$ cat src/rtl/mips_fetch_pkg.sv
// rtl/mips_fetch_pkg.sv - shared fetch FSM states, reset PC and MIPS opcode constants
package mips_fetch_pkg;

  typedef enum logic [1:0] {
    IDLE  = 2'd0,
    FETCH = 2'd1,
    HOLD  = 2'd2
  } fetch_state_t;

  localparam logic [31:0] RESET_PC_DEFAULT = 32'h0040_0000;

  localparam logic [5:0] R_TYPE = 6'h00;
  localparam logic [5:0] J      = 6'h02;
  localparam logic [5:0] JAL    = 6'h03;
  localparam logic [5:0] BEQ    = 6'h04;
  localparam logic [5:0] BNE    = 6'h05;
  localparam logic [5:0] LW     = 6'h23;
  localparam logic [5:0] SW     = 6'h2b;

  // Branch displacement in bytes: sign-extended word offset.
  function automatic logic [31:0] branch_offset(input logic [15:0] imm);
    return {{14{imm[15]}}, imm, 2'b00};
  endfunction

endpackage

$ cat src/rtl/instr_fetch_unit_if.sv
// rtl/instr_fetch_unit_if.sv - imem request/response and decode-side handshake bundle
// master = fetch unit, slave = imem plus decode/control environment.
interface instr_fetch_unit_if #(parameter int CNT_W = 32);
  logic             imem_req;
  logic [31:0]      imem_addr;
  logic             imem_ack;
  logic [31:0]      imem_rdata;
  logic [31:0]      instr;
  logic [5:0]       op;
  logic [31:0]      pc_out;
  logic [31:0]      pc_plus4;
  logic             instr_valid;
  logic             instr_ready;
  logic             ctl_jump;
  logic             ctl_branch_eq;
  logic             ctl_branch_ne;
  logic             alu_zero;
  logic [CNT_W-1:0] instr_count;

  modport master (
    output imem_req, imem_addr, instr, op, pc_out, pc_plus4, instr_valid, instr_count,
    input  imem_ack, imem_rdata, instr_ready, ctl_jump, ctl_branch_eq, ctl_branch_ne, alu_zero
  );

  modport slave (
    input  imem_req, imem_addr, instr, op, pc_out, pc_plus4, instr_valid, instr_count,
    output imem_ack, imem_rdata, instr_ready, ctl_jump, ctl_branch_eq, ctl_branch_ne, alu_zero
  );
endinterface

$ cat src/rtl/instr_fetch_unit_next_pc.sv
// rtl/instr_fetch_unit_next_pc.sv - combinational link/target adders and redirect decision
module fetch_next_pc
  import mips_fetch_pkg::*;
(
  input  logic [31:0] i_pc,
  input  logic [31:0] i_instr,
  input  logic        i_jump,
  input  logic        i_branch_eq,
  input  logic        i_branch_ne,
  input  logic        i_alu_zero,
  output logic [31:0] o_pc_plus4,
  output logic [31:0] o_target,
  output logic        o_taken
);
  logic [31:0] w_jump_target;
  logic [31:0] w_branch_target;
  logic        w_branch_taken;

  assign o_pc_plus4      = i_pc + 32'd4;
  assign w_jump_target   = {o_pc_plus4[31:28], i_instr[25:0], 2'b00};
  assign w_branch_target = o_pc_plus4 + branch_offset(i_instr[15:0]);
  assign w_branch_taken  = (i_branch_eq & i_alu_zero) | (i_branch_ne & ~i_alu_zero);

  // Jump outranks a simultaneous branch request.
  assign o_target = i_jump ? w_jump_target : w_branch_target;
  assign o_taken  = i_jump | w_branch_taken;
endmodule

$ cat src/rtl/instr_fetch_unit.sv
// rtl/instr_fetch_unit.sv - MIPS fetch FSM: imem request, held instruction, next-PC, retire count
// MIPS_DELAY_SLOT_EN: taken redirects are deferred by one (delay-slot) instruction.
module instr_fetch_unit
  import mips_fetch_pkg::*;
#(
  parameter logic [31:0] RESET_PC = RESET_PC_DEFAULT,
  parameter int          CNT_W    = 32
) (
  input  logic                clk,
  input  logic                reset,
  instr_fetch_unit_if.master  bus
);
  fetch_state_t     r_state;
  logic [31:0]      r_pc;
  logic [31:0]      r_instr;
  logic             r_req;
  logic             r_valid;
  logic [CNT_W-1:0] r_count;

  logic [31:0]      w_pc_plus4;
  logic [31:0]      w_target;
  logic             w_taken;
  logic [31:0]      w_next_pc;
  logic             w_accept;

  fetch_next_pc u_next_pc (
    .i_pc        (r_pc),
    .i_instr     (r_instr),
    .i_jump      (bus.ctl_jump),
    .i_branch_eq (bus.ctl_branch_eq),
    .i_branch_ne (bus.ctl_branch_ne),
    .i_alu_zero  (bus.alu_zero),
    .o_pc_plus4  (w_pc_plus4),
    .o_target    (w_target),
    .o_taken     (w_taken)
  );

  assign w_accept = (r_state == HOLD) & bus.instr_ready;

`ifdef MIPS_DELAY_SLOT_EN
  logic        r_pend;
  logic [31:0] r_pend_pc;

  // The delay-slot instruction always runs; its own redirect request is dropped.
  assign w_next_pc = r_pend ? r_pend_pc : w_pc_plus4;

  always_ff @(posedge clk) begin
    if (!reset) begin
      r_pend    <= 1'b0;
      r_pend_pc <= 32'd0;
    end else if (w_accept) begin
      if (r_pend) begin
        r_pend <= 1'b0;
      end else if (w_taken) begin
        r_pend    <= 1'b1;
        r_pend_pc <= w_target;
      end
    end
  end
`else
  assign w_next_pc = w_taken ? w_target : w_pc_plus4;
`endif

  always_ff @(posedge clk) begin
    if (!reset) begin
      r_state <= IDLE;
      r_pc    <= {RESET_PC[31:2], 2'b00};
      r_instr <= 32'd0;
      r_req   <= 1'b0;
      r_valid <= 1'b0;
      r_count <= '0;
    end else begin
      case (r_state)
        // IDLE absorbs any ack still in flight from before reset.
        IDLE: begin
          r_state <= FETCH;
          r_req   <= 1'b1;
        end
        FETCH: begin
          if (bus.imem_ack) begin
            r_instr <= bus.imem_rdata;
            r_req   <= 1'b0;
            r_valid <= 1'b1;
            r_state <= HOLD;
          end
        end
        HOLD: begin
          if (w_accept) begin
            r_valid <= 1'b0;
            r_count <= r_count + CNT_W'(1);
            r_pc    <= w_next_pc;
            r_req   <= 1'b1;
            r_state <= FETCH;
          end
        end
        default: begin
          r_state <= IDLE;
          r_req   <= 1'b0;
          r_valid <= 1'b0;
        end
      endcase
    end
  end

  assign bus.imem_req    = r_req;
  assign bus.imem_addr   = r_pc;
  assign bus.instr       = r_instr;
  assign bus.op          = r_instr[31:26];
  assign bus.pc_out      = r_pc;
  assign bus.pc_plus4    = w_pc_plus4;
  assign bus.instr_valid = r_valid;
  assign bus.instr_count = r_count;
endmodule

$ cat src/flat_wrapper.sv
// flat-port wrapper written by rule: the top's interface ports become plain ports
module instr_fetch_unit_flat import mips_fetch_pkg::*;
#(
  parameter logic [31:0] RESET_PC = RESET_PC_DEFAULT,
  parameter int          CNT_W    = 32
)
  (clk, reset, bus_imem_req, bus_imem_addr, bus_instr, bus_op, bus_pc_out, bus_pc_plus4, bus_instr_valid, bus_instr_count, bus_imem_ack, bus_imem_rdata, bus_instr_ready, bus_ctl_jump, bus_ctl_branch_eq, bus_ctl_branch_ne, bus_alu_zero);
  instr_fetch_unit_if #(.CNT_W(CNT_W)) bus_i ();
  input  logic clk;
  input  logic reset;
  output wire logic [$bits(bus_i.imem_req)-1:0] bus_imem_req;
  output wire logic [$bits(bus_i.imem_addr)-1:0] bus_imem_addr;
  output wire logic [$bits(bus_i.instr)-1:0] bus_instr;
  output wire logic [$bits(bus_i.op)-1:0] bus_op;
  output wire logic [$bits(bus_i.pc_out)-1:0] bus_pc_out;
  output wire logic [$bits(bus_i.pc_plus4)-1:0] bus_pc_plus4;
  output wire logic [$bits(bus_i.instr_valid)-1:0] bus_instr_valid;
  output wire logic [$bits(bus_i.instr_count)-1:0] bus_instr_count;
  input wire logic [$bits(bus_i.imem_ack)-1:0] bus_imem_ack;
  input wire logic [$bits(bus_i.imem_rdata)-1:0] bus_imem_rdata;
  input wire logic [$bits(bus_i.instr_ready)-1:0] bus_instr_ready;
  input wire logic [$bits(bus_i.ctl_jump)-1:0] bus_ctl_jump;
  input wire logic [$bits(bus_i.ctl_branch_eq)-1:0] bus_ctl_branch_eq;
  input wire logic [$bits(bus_i.ctl_branch_ne)-1:0] bus_ctl_branch_ne;
  input wire logic [$bits(bus_i.alu_zero)-1:0] bus_alu_zero;
  assign bus_imem_req = bus_i.imem_req;
  assign bus_imem_addr = bus_i.imem_addr;
  assign bus_instr = bus_i.instr;
  assign bus_op = bus_i.op;
  assign bus_pc_out = bus_i.pc_out;
  assign bus_pc_plus4 = bus_i.pc_plus4;
  assign bus_instr_valid = bus_i.instr_valid;
  assign bus_instr_count = bus_i.instr_count;
  assign bus_i.imem_ack = bus_imem_ack;
  assign bus_i.imem_rdata = bus_imem_rdata;
  assign bus_i.instr_ready = bus_instr_ready;
  assign bus_i.ctl_jump = bus_ctl_jump;
  assign bus_i.ctl_branch_eq = bus_ctl_branch_eq;
  assign bus_i.ctl_branch_ne = bus_ctl_branch_ne;
  assign bus_i.alu_zero = bus_alu_zero;
  instr_fetch_unit #(.RESET_PC(RESET_PC), .CNT_W(CNT_W)) u_core (.clk(clk), .reset(reset), .bus(bus_i));
endmodule
$ cat config.mk
export PLATFORM = sky130hd
export DESIGN_NAME = instr_fetch_unit_flat
export DESIGN_NICKNAME = d
export VERILOG_FILES = /design/src/rtl/mips_fetch_pkg.sv /design/src/rtl/instr_fetch_unit_if.sv /design/src/rtl/instr_fetch_unit_next_pc.sv /design/src/rtl/instr_fetch_unit.sv /design/src/flat_wrapper.sv
export SDC_FILE = /design/constraint.sdc
export NUM_CORES = 1
export LEC_CHECK = 0
export BUFFER_PORTS_ARGS = -buffer_cell sky130_fd_sc_hd__buf_4
export CAP_MARGIN = 10
export CORE_MARGIN = 2
export CORE_UTILIZATION = 32
export DETAILED_ROUTE_END_ITERATION = 10
export PLACE_DENSITY = 0.56
export SKIP_CTS_REPAIR_TIMING = 1
export SLEW_MARGIN = 10
export SYNTH_ARGS = -nofsm -noshare
export SYNTH_HDL_FRONTEND = slang
export SYNTH_SLANG_ARGS = --single-unit
$ cat constraint.sdc
create_clock -name clk -period 7.1 [get_ports clk]
set_input_delay 1.42 -clock clk [delete_from_list [all_inputs] [get_ports clk]]
set_output_delay 1.42 -clock clk [all_outputs]
set_load 0.01 [all_outputs]
==> results.py, run 1 <==
metrics = {
    "die": {
        "core_um2": 20200,
        "dieHeight_um": 148,
        "initial_core_util": 0.327,
        "ios": 208,
        "placementRows": 52,
        "die_area_um2": 21800,
        "die_x_um": 148,
    },
    "synthesis": {
        "ys_top_cells_by_area": "dfxtp_1 29%, nand2_1 7.8%, ha_1 7.0%, a21oi_1 6.7%, xnor2_1 5.7%",
        "netlist_area_um2": 6610,
        "synthArstFlopShare": 0,
        "synthCells": 865,
        "yosysTopAreaCell": "dfxtp_1",
        "synth_top_flop_cell": "dfxtp_1",
        "ys_ff_latch": 97,
        "synth.top_cell.area_share": 0.294,
        "synth_edf_count": 0,
        "ys_warn_count": 0,
        "ys_seq_area_frac": 0.294,
        "syn_avg_cell_area_um2": 7.64,
        "synth.distinct_cells": 71,
    },
    "clock_network": {
        "clk_pin_slew_ns": 0.08,
        "cts_root_buf": "clkbuf_16",
        "clkLatencyLatePin_ns": 0.37,
        "clock_sinks": 97,
        "cts_tree": "done",
        "numCtsBuffers": 9,
        "ctsHtreeMaxLevel": 3,
        "cts_buffer_depth": 2,
    },
    "power": {
        "p_per_area_nw_per_um2": 149,
        "p_leak_nw": 3.58,
        "ir_worst_vdd_mv": 0.115,
    },
    "critical_path": {
        "r2r_slack_ns": 2.86,
        "reg2regPathDepth": 14,
        "cp_max_fo": 8,
        "start_kind": "flip-flop",
        "critPathLaunch": "u_core.bus.imem_addr[2]",
        "crit_arrival_ns": 4.53,
        "crit_path_end_kind": "flip-flop",
        "endpoint": "u_core.bus.imem_addr[31]",
        "rr_startpoint": "u_core.bus.imem_addr[2]",
        "crit_required_ns": 7.39,
        "rr_endpoint": "u_core.bus.imem_addr[31]",
        "crit_type": "flip-flop to flip-flop",
    },
    "route": {
        "wl_per_cell_um": 16.8,
        "viasPerCell": 5.11,
        "ant_nets": 0,
        "drc": 0,
        "drt-initial-drc-count": 350,
        "finalWirelength_um": 21500,
        "first_pass_iters": 5,
        "vias": 6566,
    },
    "layout": {
        "antennaDiodeCount": 0,
        "multiInputGateArea_um2": 4170,
        "instances_no_fill": 1284,
        "drive_gt1_frac": 0.241,
        "area_delta_synth_final_pct": 26.5,
        "nNetsFinal": 1087,
        "final-seq-area_um2": 1940,
        "finalCoreUtilization": 0.413,
        "fillers": 2123,
    },
    "timing": {
        "max_slew_margin": 0.334,
        "holdWs_ns": 0.477,
        "layout_min_cycle_time_ns": 4.24,
        "hold_viol_final": 0,
        "clock_skew_ns": 0.00829,
        "rsz0062_at_grt": "no",
        "fin_tns_setup_ns": 0,
        "fmax_mhz": 236,
        "finalCritPeriodShare": 0.597,
        "setup_violations": 0,
        "tightest_slew_ns": 0.998,
        "drv_slew": 0,
    },
    "hold_path": {
        "hold_class": "flip-flop to flip-flop",
    },
    "place": {
        "gp_congestion": 0.833,
        "dp_hpwl_um": 15800,
        "portBuffers": 201,
        "dp_cells": 1268,
    },
    "global_route": {
        "grt_pass1_vias": 5995,
        "grt_max_degree": 82,
        "grt_pass1_wl_um": 33100,
        "grt_util_all_layers": 0.191,
        "overflow": 0,
        "antenna_found_initial": 0,
    },
    "run": {
        "cap_violations": 0,
    },
    "status": {
        "status": "completed",
    },
}
[report_power, final]
| part | switching, W | total (W) | internal, W | leakage (nW) |
|---|---|---|---|---|
| logic | 0.0000952 | 0.000162 | 0.0000667 | 2.65 |
| registers | 0.0000174 | 0.000573 | 0.000556 | 0.785 |
| clock network | 0.000260 | 0.000513 | 0.000253 | 0.151 |
[logic make-up (layout without fill, tap and decap cells)]
| logic type | after synthesis | in the layout | synth area share |
|---|---|---|---|
| multiplexers | 5 | 5 | 0.00776 |
| XOR/XNOR | 78 | 78 | 0.103 |
| flip-flops | 97 | 97 | 0.294 |
| AO/OA/AOI/OAI | 224 | 224 | 0.210 |
| AND/OR/NAND/NOR | 328 | 328 | 0.232 |
| buffers and inverters | 94 | 238 | 0.0791 |
| adder cells (fa/ha/maj) | 38 | 38 | 0.0730 |
| other | 1 | 6 | 0.000567 |
[Yosys cell counts (2+ instances only)]
| library cell | number |
|---|---|
| o31ai_1 | 4 |
| a21o_1 | 9 |
| and3_1 | 15 |
| o211ai_1 | 9 |
| nand3_1 | 30 |
| a211oi_2 | 2 |
| nor4_1 | 3 |
| nand2b_1 | 5 |
| xor2_1 | 35 |
| mux2i_1 | 4 |
| a31oi_1 | 5 |
| and4_1 | 2 |
| a22o_1 | 3 |
| a222oi_1 | 2 |
| nand4_1 | 12 |
| a22oi_1 | 4 |
| or3_1 | 5 |
| buf_4 | 43 |
| o21ai_1 | 5 |
| clkbuf_1 | 32 |
| dfxtp_1 | 97 |
| and2_1 | 9 |
| ha_1 | 37 |
| nor3_2 | 3 |
| nor2_1 | 76 |
| nor3_1 | 14 |
| o21bai_1 | 10 |
| and4_4 | 2 |
| o21ai_0 | 44 |
| a221oi_1 | 6 |
| nand3_2 | 3 |
| o21a_1 | 3 |
| nand2_1 | 138 |
| a32oi_1 | 2 |
| inv_1 | 14 |
| xnor2_1 | 43 |
| o22ai_1 | 3 |
| a211oi_1 | 9 |
| a21oi_1 | 89 |
| o221ai_1 | 3 |
[layout make-up]
class / instances / share of cell area
multi-input combinational: 679 / 0.498
sequential: 97 / 0.232
timing repair buffer: 206 / 0.185
tap: 270 / 0.0404
clock buffer: 9 / 0.0269
clock inverter: 7 / 0.0103
inverter: 16 / 0.00718
[cells in the final DEF (no fill, tap or decap), types with 4 or more instances in the layout]
cell,Yosys,final
buf_4,43,206
o21bai_1,10,10
ha_1,37,37
a21oi_1,89,89
or3_1,5,5
xor2_1,35,35
nand2_1,138,138
o21ai_1,5,5
a22oi_1,4,4
o31ai_1,4,4
a211oi_1,9,9
dfxtp_1,97,97
and3_1,15,15
clkbuf_16,0,9
nor2_1,76,75
nand2b_1,5,5
o211ai_1,9,9
mux2i_1,4,4
nand4_1,12,12
a21o_1,9,9
xnor2_1,43,43
a221oi_1,6,6
and2_1,9,9
o21ai_0,44,44
inv_1,14,14
nor3_1,14,14
nand3_1,30,30
conb_1,1,6
a31oi_1,5,5
[worst max-delay path: stages (launching register included)]
cell and delay, ns:
dfxtp_1 0.52, ha_1 0.32, nand2_1 0.18, nor3_2 0.49, and4_1 0.31, nand2_1 0.12
xnor2_1 0.29, ha_1 0.36, a21oi_1 0.17, nor3b_1 0.27, nor4b_1 0.27, nand3_1 0.15
and3_1 0.18, o31ai_1 0.31, mux2i_1 0.22
[routing by layer]
layer  up-vias  wire length (µm)  GRT usage
li1       3286                 -          -
met1      3064              9820      0.257
met2       192             10100      0.314
met3        24              1250     0.0290
met4         0               364     0.0659
met5         -                 0          0
[sequential cells by signal, summed over array words and instances (netlist names)]
| signal | cells |
|---|---|
| u_core.r_state | 1 |
| u_core.bus.instr_valid | 1 |
| u_core.bus.instr | 32 |
| u_core.bus.instr_count | 32 |
| u_core.bus.imem_req | 1 |
| u_core.bus.imem_addr | 30 |
[worst min path at each step]
stage	startpoint	end	slack [ns]	cells past startpoint
floorplan	u_core.bus.instr[18]	u_core.bus.instr[18]	0.49	2
CTS	u_core.bus.instr[27]	u_core.bus.instr[27]	0.48	2
global placement	u_core.bus.instr[30]	u_core.bus.instr[30]	0.46	2
finish	u_core.bus.instr[27]	u_core.bus.instr[27]	0.48	2
global route	u_core.bus.instr[31]	u_core.bus.instr[31]	0.51	2
detailed placement	u_core.bus.instr[27]	u_core.bus.instr[27]	0.47	2
[metrics by stage]
stage	setup slack [ns]	power (W)	instance area [µm²]
5_1_grt	2.64	0.00130	8370
3_5_place_dp	2.90	0.000748	8060
2_1_floorplan	3.54	0.000678	6630
6_report	2.86	0.00125	8370
4_1_cts	2.84	0.00127	8370
3_3_place_gp	2.89	0.000748	8060
(Power assumes the default switching activity.)
==> inputs of run 2 (changes only) <==
- clock period: 7.1 -> 3.9 ns (I/O delays scaled with it)
==> results.py, run 2 (synthesis results as in run 1) <==
metrics = {
    "run": {
        "cap_violations": 0,
    },
    "route": {
        "drt-initial-drc-count": 490,
        "drc": 0,
        "first_pass_iters": 5,
        "viasPerCell": 5.12,
        "wl_per_cell_um": 16.9,
        "finalWirelength_um": 22700,
        "vias": 6863,
        "ant_nets": 0,
    },
    "status": {
        "status": "completed",
    },
    "critical_path": {
        "critPathTopFamily": "compound AO/OA/AOI/OAI gates",
        "crit_chain": "and3_1, nand3_2, buf_4, inv_1, nand3_1, xnor2_2, ha_1, a21oi_1, a21oi_1, a2111o_1, nand3_1, a21oi_1, a21o_1, xnor2_1, a21oi_1, a22o_1",
        "crit_arrival_ns": 3.96,
        "rr_endpoint": "u_core.bus.imem_addr[24]",
        "cp_max_fo": 6,
        "start_kind": "flip-flop",
        "slowest_stage": "a2111o_1",
        "crit_type": "flip-flop to flip-flop",
        "r2r_slack_ns": 0.20,
        "path_common_cell": "a21oi_1",
        "rr_startpoint": "u_core.bus.imem_addr[6]",
        "reg2regPathDepth": 16,
        "cp_num_cells": 16,
        "crit_required_ns": 4.15,
        "slowest_delay_ns": 0.47,
        "crit_path_end_kind": "flip-flop",
        "crit_buf_inv": 2,
    },
    "global_route": {
        "overflow": 0,
        "grt_pass1_vias": 6337,
        "grt_max_degree": 63,
        "antenna_found_initial": 0,
        "grt_pass1_wl_um": 34800,
        "grt_util_all_layers": 0.201,
    },
    "power": {
        "p_int_w": 0.00160,
        "pwr-share-clk": 0.406,
        "p_seq_frac": 0.456,
        "ir_worst_vdd_mv": 0.190,
        "netSwitchingFraction": 0.298,
        "finalPower_w": 0.00228,
        "p_leak_nw": 3.91,
        "comb_power_share": 0.139,
        "netSwitchingPower_w": 0.000679,
        "p_per_area_nw_per_um2": 258,
    },
    "layout": {
        "multiInputGateArea_um2": 4220,
        "nNetsFinal": 1144,
        "drive_gt1_frac": 0.290,
        "antennaDiodeCount": 0,
        "layout.cells.most_common_list": "263 x buf_4, 138 x nand2_1, 96 x dfxtp_1",
        "area_delta_synth_final_pct": 33.7,
        "fillers": 2097,
        "final-seq-area_um2": 1940,
        "layout_commonest_cell": "buf_4",
    },
    "die": {
        "ios": 208,
        "initial_core_util": 0.327,
        "core_um2": 20200,
        "placementRows": 52,
        "dieHeight_um": 148,
        "die_x_um": 148,
        "die_area_um2": 21800,
    },
    "clock_network": {
        "clkLatencyLatePin_ns": 0.37,
        "clk_pin_slew_ns": 0.08,
        "ctsHtreeMaxLevel": 3,
        "cts_root_buf": "clkbuf_16",
        "cts_buffer_depth": 2,
        "numCtsBuffers": 9,
        "cts_tree": "done",
        "clock_sinks": 97,
    },
    "timing": {
        "tightest_slew_ns": 0.770,
        "fin_tns_setup_ns": 0,
        "holdWs_ns": 0.481,
        "fmax_mhz": 270,
        "layout_min_cycle_time_ns": 3.70,
        "max_slew_margin": 0.472,
        "hold_viol_final": 0,
        "drv_slew": 0,
        "clock_skew_ns": 0.0148,
        "setup_violations": 0,
        "finalCritPeriodShare": 0.950,
    },
    "place": {
        "portBuffers": 201,
        "dp_hpwl_um": 17000,
        "gp_congestion": 0.898,
    },
    "hold_path": {
        "hold_end": "u_core.bus.instr[29]",
        "hold_start": "u_core.bus.instr[29]",
        "hold_class": "flip-flop to flip-flop",
        "min_path_cells": 2,
    },
}
[run 2: worst max path at each step]
stage	from	to	slack [ns]
3_3_place_gp	u_core.bus.imem_addr[6]	u_core.bus.imem_addr[30]	0.04
2_1_floorplan	u_core.bus.imem_addr[7]	u_core.bus.imem_addr[31]	0.34
5_1_grt	u_core.bus.imem_addr[6]	u_core.bus.imem_addr[30]	-0.05
4_1_cts	u_core.bus.imem_addr[6]	u_core.bus.imem_addr[26]	-0.006
3_5_place_dp	u_core.bus.imem_addr[6]	u_core.bus.imem_addr[26]	0.03
6_report	u_core.bus.imem_addr[6]	u_core.bus.imem_addr[24]	0.20
[run 2: final cells by class]
| cell class | count | share of cell area |
|---|---|---|
| inverters | 16 | 0.00680 |
| flip-flops and latches | 97 | 0.220 |
| clock buffers | 9 | 0.0255 |
| clock inverters | 7 | 0.00864 |
| repair buffers | 263 | 0.223 |
| multi-input cells | 679 | 0.478 |
| well taps | 270 | 0.0382 |
[run 2: power by group through the flow]
stage          clock network (W)  registers [W]  logic, W
2_1_floorplan                  0        0.00107  0.000168
6_report                0.000925        0.00104  0.000317
3_5_place_dp                   0        0.00106  0.000316
3_3_place_gp                   0        0.00106  0.000315
4_1_cts                 0.000947        0.00104  0.000317
5_1_grt                 0.000982        0.00104  0.000344
[run 2: per-layer routing]
layer / vias up / GRT usage / wire length (µm)
li1: 3400 / - / -
met1: 3216 / 0.273 / 10400
met2: 217 / 0.329 / 10500
met3: 30 / 0.0324 / 1310
met4: 0 / 0.0611 / 521
met5: - / 0 / 0
[run 2: stage by stage]
stage                     instances  area (µm²)  utilization  setup slack (ns)
after floorplan                 870        6630            -             0.343
after global placement         1325        8480        0.419            0.0448
after detailed placement       1325        8480        0.419            0.0279
after CTS                      1341        8780        0.434          -0.00551
after global routing           1341        8840        0.437           -0.0483
final                          1341        8840        0.437             0.196
[run 2: worst register-to-register path: cells and delay by family (launching register included)]
family	cells	cell delay [ns]
AO/OA/AOI/OAI	7	1.47
XOR/XNOR	2	0.36
adder cells (fa/ha/maj)	1	0.34
buffers and inverters	2	0.29
flip-flops	1	0.39
AND/OR/NAND/NOR	4	0.74
==> inputs of run 3 (changes only) <==
- ABC_AREA: unset -> 1
- PLACE_DENSITY: 0.56 -> 0.55
==> results.py, run 3 <==
metrics = {
    "timing": {
        "max_slew_margin": 0.389,
        "fmax_mhz": 272,
        "finalCritPeriodShare": 0.941,
        "fin_tns_setup_ns": 0,
        "setup_violations": 0,
        "layout_min_cycle_time_ns": 3.67,
        "hold_viol_final": 0,
        "clock_skew_ns": 0.0151,
        "tightest_slew_ns": 0.915,
        "drv_slew": 0,
        "rsz0062_at_grt": "no",
    },
    "die": {
        "dieHeight_um": 159,
        "die_area_um2": 25200,
        "ios": 208,
        "die_x_um": 159,
        "initial_core_util": 0.326,
        "core_um2": 23500,
        "placementRows": 56,
    },
    "clock_network": {
        "cts_buffer_depth": 2,
        "numCtsBuffers": 9,
        "cts_root_buf": "clkbuf_16",
        "clock_sinks": 97,
        "ctsHtreeMaxLevel": 3,
        "clkLatencyLatePin_ns": 0.37,
        "cts_tree": "done",
        "clk_pin_slew_ns": 0.09,
    },
    "power": {
        "p_leak_nw": 4.75,
        "netSwitchingPower_w": 0.000818,
        "netSwitchingFraction": 0.328,
        "pwr-share-clk": 0.388,
        "p_seq_frac": 0.427,
        "ir_worst_vdd_mv": 0.177,
        "p_per_area_nw_per_um2": 258,
        "comb_power_share": 0.185,
        "p_int_w": 0.00168,
    },
    "layout": {
        "fillers": 2552,
        "layout_commonest_cell": "nand2_1",
        "area_delta_synth_final_pct": 26.3,
        "stdcell_area_um2": 9670,
        "drive_gt1_frac": 0.190,
        "antennaDiodeCount": 0,
        "layout.cells.most_common_list": "315 x nand2_1, 225 x buf_4, 165 x inv_1",
        "nNetsFinal": 1502,
    },
    "synthesis": {
        "synthCells": 1258,
        "synthArstFlopShare": 0,
        "netlist_area_um2": 7660,
        "ys_seq_area_frac": 0.254,
        "yosysTopAreaCell": "dfxtp_1",
        "ys_warn_count": 0,
        "synth.distinct_cells": 41,
        "synth.top_cell.area_share": 0.254,
        "synth_edf_count": 0,
        "syn_avg_cell_area_um2": 6.09,
        "synthMostInstantiatedCell": "nand2_1",
        "ys_top_cells_by_area": "dfxtp_1 25%, nand2_1 15%, inv_1 8.1%, nor2_1 7.6%, a21oi_1 6.8%",
        "synth_top_flop_cell": "dfxtp_1",
        "ys_ff_latch": 97,
        "synthTopCellsByCount": "315 x nand2_1, 165 x inv_1, 155 x nor2_1",
    },
    "critical_path": {
        "reg2regPathDepth": 16,
        "crit_type": "flip-flop to flip-flop",
        "path_common_cell": "nand3_1",
        "crit_arrival_ns": 3.93,
        "slowest_stage": "ha_2",
        "crit_buf_inv": 2,
        "crit_path_end_kind": "flip-flop",
        "critPathTopFamily": "simple AND/OR/NAND/NOR gates",
        "endpoint": "u_core.bus.imem_addr[20]",
        "rr_startpoint": "u_core.bus.imem_addr[3]",
        "cp_num_cells": 16,
        "critPathLaunch": "u_core.bus.imem_addr[3]",
        "cp_max_fo": 6,
        "start_kind": "flip-flop",
        "crit_chain": "ha_1, nand3_1, nor2_2, nand2_1, nor3_2, xor2_2, ha_2, nand2_1, nor2_1, inv_1, o21ai_0, inv_1, nand3_1, nand3_1, a21oi_1, nor2_1",
        "crit_required_ns": 4.16,
        "r2r_slack_ns": 0.23,
        "slowest_delay_ns": 0.44,
        "rr_endpoint": "u_core.bus.imem_addr[20]",
    },
    "route": {
        "drc": 0,
        "drt-initial-drc-count": 730,
        "vias": 8525,
        "finalWirelength_um": 28700,
        "ant_nets": 0,
        "viasPerCell": 4.88,
        "first_pass_iters": 5,
        "wl_per_cell_um": 16.4,
    },
    "run": {
        "cap_violations": 0,
    },
    "place": {
        "dp_hpwl_um": 22600,
        "portBuffers": 201,
        "gp_congestion": 0.925,
        "place_area_um2": 9330,
    },
    "global_route": {
        "grt_max_degree": 71,
        "grt_pass1_vias": 7909,
        "overflow": 0,
        "grt_util_all_layers": 0.226,
        "antenna_found_initial": 0,
        "grt_pass1_wl_um": 45000,
    },
    "hold_path": {
        "hold_class": "flip-flop to flip-flop",
    },
    "status": {
        "status": "completed",
    },
}
## run 3: changes by cell type after synthesis, sizes merged, moves of 10 or more
cell    previous run  this run
inv               15       165
o21ai             49        92
xnor2             43         8
nor3              17        28
a21oi             90       104
nand3             34        67
nand2            138       317
nor2              77       164
and3              15         0
a211oi            12         1
nand4             12        22
## run 3: how the worst min path moves through the flow
stage                          startpoint                          to  slack [ns]  cells after the start
2_1_floorplan  u_core.bus.instr_count[31]  u_core.bus.instr_count[31]        0.48                      2
3_3_place_gp   u_core.bus.instr_count[31]  u_core.bus.instr_count[31]        0.46                      2
3_5_place_dp   u_core.bus.instr_count[31]  u_core.bus.instr_count[31]        0.47                      2
4_1_cts        u_core.bus.instr_count[31]  u_core.bus.instr_count[31]        0.48                      2
5_1_grt              u_core.bus.instr[16]        u_core.bus.instr[16]        0.50                      2
6_report       u_core.bus.instr_count[31]  u_core.bus.instr_count[31]        0.48                      2
## run 3: layout make-up
type                    instances  area (µm²)  share of cell area
repair buffers                225        1690               0.175
multi-input cells             925        4710               0.487
clock buffers                   9         225              0.0233
well taps                     319         399              0.0413
clock inverters                 7        81.3             0.00841
flip-flops and latches         97        1940               0.201
inverters                     166         623              0.0644
## run 3: metal layers
metal,part of all wire,GRT usage,vias up,routed length (µm)
met2,0.45,0.360,308,12900
met3,0.074,0.0426,32,2130
met1,0.46,0.312,3842,13200
met4,0.016,0.0567,0,454
li1,-,-,4343,-
met5,0,0,-,0
## run 3: power by group through the flow
stage / registers (W) / clock network, W / logic, W
global placement: 0.00109 / 0 / 0.000464
finish: 0.00107 / 0.000967 / 0.000462
global route: 0.00107 / 0.00104 / 0.000514
detailed placement: 0.00109 / 0 / 0.000464
CTS: 0.00107 / 0.000999 / 0.000467
floorplan: 0.00110 / 0 / 0.000254
## run 3: through the flow
| step | cells | util | hold slack [ns] | setup WS, ns | total power [W] |
|---|---|---|---|---|---|
| global placement | 1732 | 0.397 | 0.458 | 0.155 | 0.00155 |
| finish | 1748 | 0.412 | 0.477 | 0.229 | 0.00250 |
| global route | 1748 | 0.412 | 0.503 | 0.00910 | 0.00263 |
| detailed placement | 1732 | 0.397 | 0.466 | 0.123 | 0.00155 |
| floorplan | 1263 | - | 0.481 | 0.915 | 0.00135 |
| CTS | 1748 | 0.411 | 0.477 | 0.0594 | 0.00253 |
## run 3: cell families (layout without fill, tap and decap cells)
group,after synthesis,count (layout),synth area share
XOR/XNOR,39,39,0.0446
adder cells (fa/ha/maj),38,38,0.0631
AND/OR/NAND/NOR,618,618,0.344
AO/OA/AOI/OAI,224,224,0.156
other,1,6,0.000490
buffers and inverters,241,407,0.139
flip-flops,97,97,0.254
## run 3: tightest hold or removal path, stage by stage, from the launching register on
cell,delay [ns]
dfxtp_1,0.33
inv_1,0.05
a21oi_1,0.06
